## src/rtl/counter_updn.sv

```systemverilog
// counter_updn: registered up/down counter with parallel load, modulus
// MAX_VAL+1, a one-cycle terminal-event pulse and a sticky overflow flag.
// Build option: define COUNTER_UPDN_SAT_EN to saturate at the rails
// instead of wrapping. The default build (macro undefined) wraps.
module counter_updn #(
  parameter int unsigned WIDTH   = 4,
  parameter int unsigned MAX_VAL = (2 ** WIDTH) - 1
) (
  input  logic             GCLK_Pad,
  input  logic             rst_n_Pad,
  input  logic             en_Pad,
  input  logic             dir_Pad,
  input  logic             load_Pad,
  input  logic [WIDTH-1:0] load_val_Pad,
  output logic [WIDTH-1:0] count_Pad,
  output logic             wrap_Pad,
  output logic             ovf_Pad
);

  localparam logic [WIDTH-1:0] MAX  = WIDTH'(MAX_VAL);
  localparam logic [WIDTH-1:0] ONE  = WIDTH'(1);
  localparam logic [WIDTH-1:0] ZERO = '0;

  logic [WIDTH-1:0] count_nxt;
  logic             wrap_nxt;
  logic             ovf_nxt;
  logic             at_top_c;
  logic             at_bot_c;
  logic             term_c;
  logic [WIDTH-1:0] load_clip_c;

  // Rail detection and load clamping.
  always_comb begin
    at_top_c    = (count_Pad == MAX);
    at_bot_c    = (count_Pad == ZERO);
    term_c      = en_Pad && (dir_Pad ? at_top_c : at_bot_c);
    load_clip_c = (load_val_Pad > MAX) ? MAX : load_val_Pad;
  end

  // Next-state selection: load beats enable, enable beats hold.
  always_comb begin
    count_nxt = count_Pad;
    wrap_nxt  = 1'b0;
    ovf_nxt   = ovf_Pad;
    if (load_Pad) begin
      count_nxt = load_clip_c;
      ovf_nxt   = 1'b0;
    end else if (en_Pad) begin
      if (term_c) begin
        wrap_nxt = 1'b1;
        ovf_nxt  = 1'b1;
`ifdef COUNTER_UPDN_SAT_EN
        count_nxt = dir_Pad ? MAX : ZERO;
`else
        count_nxt = dir_Pad ? ZERO : MAX;
`endif
      end else if (dir_Pad) begin
        count_nxt = count_Pad + ONE;
      end else begin
        count_nxt = count_Pad - ONE;
      end
    end
  end

  // State register with synchronous active-low reset taking top priority.
  always_ff @(posedge GCLK_Pad) begin
    if (!rst_n_Pad) begin
      count_Pad <= ZERO;
      wrap_Pad  <= 1'b0;
      ovf_Pad   <= 1'b0;
    end else begin
      count_Pad <= count_nxt;
      wrap_Pad  <= wrap_nxt;
      ovf_Pad   <= ovf_nxt;
    end
  end

endmodule

```

## config.mk

```make
export PLATFORM = sky130hd
export DESIGN_NAME = counter_updn
export DESIGN_NICKNAME = d
export VERILOG_FILES = /design/src/rtl/counter_updn.sv
export SDC_FILE = /design/constraint.sdc
export NUM_CORES = 1
export LEC_CHECK = 0
export CAP_MARGIN = 30
export CORE_AREA = 2 2 39 41
export CTS_BUF_LIST = sky130_fd_sc_hd__clkbuf_16
export CTS_CLUSTER_SIZE = 30
export DETAILED_ROUTE_END_ITERATION = 6
export DIE_AREA = 0 0 41 43
export PLACE_DENSITY = 0.65
export SYNTH_ARGS = -nofsm -noshare
export SYNTH_HDL_FRONTEND = slang
export SYNTH_SLANG_ARGS = --single-unit
```

## constraint.sdc

```tcl
create_clock -name GCLK_Pad -period 3.4 [get_ports GCLK_Pad]
set_input_delay 0.85 -clock GCLK_Pad [delete_from_list [all_inputs] [get_ports GCLK_Pad]]
set_output_delay 0.85 -clock GCLK_Pad [all_outputs]
set_load 0.05 [all_outputs]
```

==> results <==
- The flow ran to the end, and the final reports show no timing, DRC or antenna violations.
- The clock insertion delay at the later pin of the skew report is 0.23 ns.
- The element type at the critical path end is a register.
- The total power divided by cell area is 529 mW/mm^2.
- The count of TritonRoute iterations in the first routing pass is 4.
- The number of nets produced by synthesis is 63.
- Yosys mapped a number of flops with a built-in enable equal to 0.
- The number of antenna violations at the first check in global routing came to 0.
- The leakage power of the design is 0.293 nW.
- The class of the most critical setup path is in2reg.
- After clock tree synthesis, the clock-pin slew on the worst setup and hold paths is 0.03 ns.
- The area added between synthesis and finish is 50.4%.
- The number of global-route vias before repair is 413.
- The number of buffers on the longest clock path is 2.
- TritonCTS built the clock tree.
- The post-CTS setup buffer count is 0.
- For this run, the post-layout net count is 81.
- The highest ir drop seen on vdd is 0.211 mV.
- The yosys synthesis warning count is 0.
- The minimum period implied by the final worst setup slack is 2.66 ns.
- Summed over all nets, the switching power comes to 0.0919 mW.
- Measured along the y axis, the die boundary spans 43 um.
- The leading register cell type out of synthesis is sky130_fd_sc_hd__dfxtp_1.
- The average footprint of a synthesized cell is 8.71 um^2.
- In the global route stage, overall resource usage came out at 0.158.
- The final cycle utilization of the critical path is 0.783.
- The number of H-tree levels is 1.
- The headroom to the max-slew limit is 0.671.
- The total detailed-routing wirelength is 1050 um.
- The finished layout holds 83 standard cells, fillers aside.
- The horizontal extent of the die is 41 um.
- The post-cts repair resize count is 0.
- Along the worst path, the maximum fanout reaches 5.
- The final setup skew is 0.000302 ns.
- The total core area is 0.00138 mm^2.
- The CTS root buffer is sky130_fd_sc_hd__clkbuf_16.
- In the final routed layout, each cell accounts on average for 12.7 um.
- The number of violations reported at the end of detailed-routing iteration 0 is 2.
- Entering global routing, the biggest net connects 9 pins.
- The sum of net half-perimeters after detailed placement is 800 um.
- The library cell with the largest summed area after synthesis is sky130_fd_sc_hd__dfxtp_1.
- The final count of pins violating max slew is 0.
- Buffers inserted during clock tree synthesis total 3.
- The initial cell density of the core is 0.321.
- Derived from the worst setup path, the maximum achievable clock frequency is 375 MHz.
- For the pin with the worst max-slew slack, the measured transition is 0.491 ns.
- The cell count after synthesis is 51.
- STA classifies the critical path startpoint as an input pin.
- Of the total power, the share spent switching nets is 0.260.
- The aggregate negative setup slack is 0 ns.
- The worst hold path belongs to the class reg2reg.
- The worst path meets setup with 0.736 ns of slack.
- The most instantiated library cell after synthesis is sky130_fd_sc_hd__dfxtp_1.
- The initialized floorplan defines 14 standard-cell rows.
- At the worst endpoint, the required time is 3.57 ns.
- Once placement completed, the tool counted placed cells totaling 80.
- The share of the Yosys chip area taken by registers is 0.270.
- In the final layout, the share of cells above drive strength 1 is 0.119.
- The post-route DRC violation count is 0.
- For this design the top-level I/O count stands at 15.
- The worst-case setup slack after placement is 0.532 ns.
- Across the run, the number of max-cap violations was 0.
- Of the total power, the clock network draws 0.541.
- The setup violation total in the final timing report is 0.
- The share of total power dissipated in sequential elements is 0.236.
- In the routed layout, each cell is associated on average with a via count of 5.24.
- The number of clock sinks is 6.
- For this design, the CTS-stage hold fixing added 0 buffers.
- The first-pass GRT wire length is 1820 um.
- The placer congestion estimate is 0.744.
- The internal power of the cells totals 0.262 mW.
- Global routing finished with a remaining overflow of 0.
- The power share of the combinational group is 0.222.
- The share of synthesized area in the top cell type comes to 0.270.
- The commonest cells after synthesis are 6 x sky130_fd_sc_hd__dfxtp_1, 5 x sky130_fd_sc_hd__inv_1, 4 x sky130_fd_sc_hd__a21oi_1.
- For the worst setup path, the data arrival time is 2.83 ns.
- By area the synthesized netlist is led by sky130_fd_sc_hd__dfxtp_1 27%, sky130_fd_sc_hd__ha_1 5.6%, sky130_fd_sc_hd__a21oi_1 4.5%.
- The remaining antenna violation count is 0.
- After synthesis, the netlist uses 27 different library cells.
- The die covers 0.00176 mm^2.
- The fraction of registers with async set/reset is 0.
- The via count is 435.
- The number of diodes added for antenna fixing is 0.
- Setup repair after global routing left no endpoint under its margin.
- Input and output buffers added on the ports amount to 14.
- The post-synthesis instance area is 444 um^2.
- The number of flip-flops and latches in the synthesized netlist is 6.
- The final hold violation count is 0.
flip-flops by register name, summed over array words and instances, names as in the netlist:
signal,count
ovf_Pad,1
wrap_Pad,1
count_Pad,4
worst paths after layout:
path	from	slack, ns	cells after the start	end
worst min register to register	ovf_Pad$_SDFFE_PP0P_	0.47	1	ovf_Pad$_SDFFE_PP0P_
worst max register to register	count_Pad[1]$_SDFFE_PN0P_	1.66	5	count_Pad[3]$_SDFFE_PN0P_
worst min-delay path	ovf_Pad$_SDFFE_PP0P_	0.47	1	ovf_Pad$_SDFFE_PP0P_
worst max-delay path	dir_Pad	0.74	7	count_Pad[3]$_SDFFE_PN0P_
metrics by stage:
step | hold WS, ns | total power, mW | utilization | instance area, um^2
2_1_floorplan | 0.745 | 0.136 | - | 444
3_3_place_gp | 0.453 | 0.162 | 0.429 | 593
3_5_place_dp | 0.452 | 0.163 | 0.429 | 593
4_1_cts | 0.477 | 0.356 | 0.483 | 668
5_1_grt | 0.506 | 0.368 | 0.483 | 668
6_report | 0.468 | 0.353 | 0.483 | 668
cells in the final DEF (no fill, tap or decap), drive strengths merged, types with 2 or more instances in the layout:
cell / count
a21oi: 4
and3: 3
clkbuf: 3
clkdlybuf4s50: 14
dfxtp: 6
ha: 2
inv: 5
nand2: 3
nand3b: 2
nor2: 3
nor3: 2
o21ai: 3
or3: 2
xor2: 2
critical path: stages:
cell                              delay, ns
sky130_fd_sc_hd__clkdlybuf4s50_1       0.52
sky130_fd_sc_hd__inv_1                 0.13
sky130_fd_sc_hd__ha_1                  0.36
sky130_fd_sc_hd__and3_1                0.19
sky130_fd_sc_hd__or3_1                 0.40
sky130_fd_sc_hd__a211oi_1              0.26
sky130_fd_sc_hd__nand3b_1              0.13
kinds of logic (layout without fill, tap and decap cells):
| logic type | after synthesis | count (layout) | synth area share |
|---|---|---|---|
| multiplexers | 2 | 2 | 0.0563 |
| XOR/XNOR | 2 | 2 | 0.0394 |
| AND/OR/NAND/NOR | 18 | 18 | 0.248 |
| AO/OA/AOI/OAI | 14 | 14 | 0.217 |
| buffers and inverters | 6 | 22 | 0.0676 |
| flip-flops | 6 | 6 | 0.270 |
| adder cells (fa/ha/maj) | 3 | 3 | 0.101 |
routing by layer:
| layer | routed length [um] | global-route usage | vias up | share of wire |
|---|---|---|---|---|
| li1 | - | - | 223 | - |
| met1 | 480 | 0.217 | 195 | 0.46 |
| met2 | 484 | 0.206 | 13 | 0.46 |
| met3 | 55 | 0.0471 | 4 | 0.052 |
| met4 | 30 | 0.100 | 0 | 0.029 |
| met5 | 0 | 0 | - | 0 |
power by group through the flow:
stage | combinational, mW | sequential [mW] | clock, mW
after floorplan | 0.0356 | 0.100 | 0
after global placement | 0.0775 | 0.0848 | 0
after detailed placement | 0.0781 | 0.0847 | 0
after CTS | 0.0790 | 0.0837 | 0.193
after global routing | 0.0866 | 0.0850 | 0.197
final | 0.0785 | 0.0836 | 0.191
cell type report:
type / count / area (um^2)
fill: 133 / 716
multi-input combinational: 39 / 294
timing repair buffer: 14 / 140
sequential: 6 / 120
clock buffer: 3 / 75.1
tap: 16 / 20.0
inverter: 5 / 18.8
(Power assumes the default switching activity.)
==> patch: new RTL, config.mk and constraints unchanged <==
Add a define of `COUNTER_UPDN_SAT_EN`.
--- a/src/rtl/counter_updn.sv
+++ b/src/rtl/counter_updn.sv
@@ -2,6 +2,8 @@
 // MAX_VAL+1, a one-cycle terminal-event pulse and a sticky overflow flag.
 // Build option: define COUNTER_UPDN_SAT_EN to saturate at the rails
 // instead of wrapping. The default build (macro undefined) wraps.
+`define COUNTER_UPDN_SAT_EN
+
 module counter_updn #(
   parameter int unsigned WIDTH   = 4,
   parameter int unsigned MAX_VAL = (2 ** WIDTH) - 1
Function: changed (Yosys sat finds a counterexample within 4 cycles, from zero or initial values and one cycle with rst_n_Pad low).
==> patch against the original RTL <==
- routed wire length decreased by 16%
- cell count decreased by 7.2%
- sequential cell count unchanged
- global-route usage decreased by 4.0 points
- worst setup slack improved by 0.26 ns
- utilization decreased by 2.4 points
- design area decreased by 4.9%
- critical path depth decreased by 6
- area after synthesis decreased by 9.9%
- total power increased by 2.6%
==> patch: results (changes against the original RTL) <==
Detailed routing
  • Metal2 WL: 448 um (-7.4%)
  • Metal-1 WL: 406 um (-15%)
  • Vias: 378 (-13%)
  • Detailed Route WL: 888 um (-16%)
  • DRT Pass-1 Iters: 2 (-2)
  • Met3 Wirelength: 34 um (-38%)
  • Top Layer Used: met3

Status
  • Status: completed

Logic synthesis
  • Syn_nets: 56 (-11%)
  • Top post-synthesis cells by count: dfxtp_1 (6), nor3_1 (3), o21ai_0 (3), xnor2_1 (3)
  • Avg Inst Size Synth: 9.100 um2 (+4.5%)
  • Area contributors post-synth: dfxtp_1 (30%), xnor2_1 (6.6%), ha_1 (6.3%), fa_1 (5.0%), o2bb2ai_1 (4.4%)
  • Sequential fraction of the synthesis area: 30.00% (+3.0 points)
  • Async SR Flop Fraction: 0% (unchanged)
  • Distinct cells, synth: 28 (+3.7%)

Power and ir drop
  • Max VDD drop: 220.0 uV (+4.2%)
  • Leak Pwr: 0.0002599 uW (-11%)

Critical path
  • Crit Path Max Fanout: 8 (+3)
  • Crit path from: count_Pad[0]$_SDFFE_PN0P_
  • R2R Setup Slk: 1.89 ns (+0.23 ns)
  • Worst Setup EP: count_Pad[0]
  • Worst R2R Start: count_Pad[3]$_SDFFE_PN0P_
  • RR Endpoint: count_Pad[1]$_SDFFE_PN0P_
  • Reg2reg path depth: 4 (-1)
  • CP delay by family, top: buffers and inverters
  • Critical Path Max Stage Delay: 0.86 ns (+0.34 ns)
  • Critical Path AT: 1.55 ns (-1.28 ns)

Place
  • DP Cell Count: 74 (-7.5%)
  • Pre-CTS setup slack: 0.8398 ns (+0.3078 ns)
  • DP HPWL: 699.9 um (-12%)
  • GP Congestion: 0.7047 (-5.2%)
  • Post-Place Cell Area: 560.5 um2 (-5.5%)

Global routing
  • GRT Util Overall: 11.82% (-4.0 points)
  • Pin count of the biggest net entering global routing: 10 (+1)
  • M1 GR Usage: 14.06% (-7.6 points)
  • First-pass GRT wire length: 1386 um (-24%)
  • M2 GR Usage: 17.50% (-3.1 points)
  • Vias in the first global route: 364 (-12%)

Worst hold path
  • Hold Path Origin: ovf_Pad$_SDFFE_PP0P_
  • WHS Endpoint: ovf_Pad$_SDFFE_PP0P_

Timing
  • Max transition margin: 66.67% (-0.47 points)
  • Fin Hold WS: 0.4631 ns (-0.005336 ns)
  • Tcrit/Tclk final: 70.62% (-7.7 points)
  • Clock skew: 0.001800 ns (+0.001498 ns)

Clocking
  • H-tree depth: 1 (unchanged)
  • Worst-Skew Late Latency: 0.23 ns (about the same)

Final layout
  • N_diodes: 0 (unchanged)
  • Nets: 75 (-7.4%)
  • Layout cell share with drive strength beyond 1: 13.11% (+1.2 points)
  • Final std cells w/o fill: 77 (-7.2%)
## patch: where the power goes
part	total (uW)	switching (uW)	internal, uW
Combinational	87.3	46.3	41.0
Sequential	87.1	9.94	77.1
Clock	188	37.5	151
Total	363	93.7	269
## patch: area by class of cell
| cell class | count | area, um2 |
|---|---|---|
| Fill cell | 134 | 748.2 |
| Multi-Input combinational cell | 36 | 272.8 |
| Timing Repair Buffer | 14 | 140.1 |
| Sequential cell | 6 | 120.1 |
| Clock buffer | 3 | 75.07 |
| Tap cell | 16 | 20.02 |
| Inverter | 2 | 7.507 |
## patch: kinds of logic (layout without fill, tap and decap cells)
family | count (synthesis) | in the layout | share of synthesized area (%)
AOI/OAI and AO/OA | 13 | 13 | 23.44
DFF | 6 | 6 | 30.00
buffers and inverters | 2 | 19 | 1.876
xor gates and xnor gates | 3 | 3 | 6.564
and+or+nand+nor | 17 | 17 | 26.87
adders and majority gates | 3 | 3 | 11.25
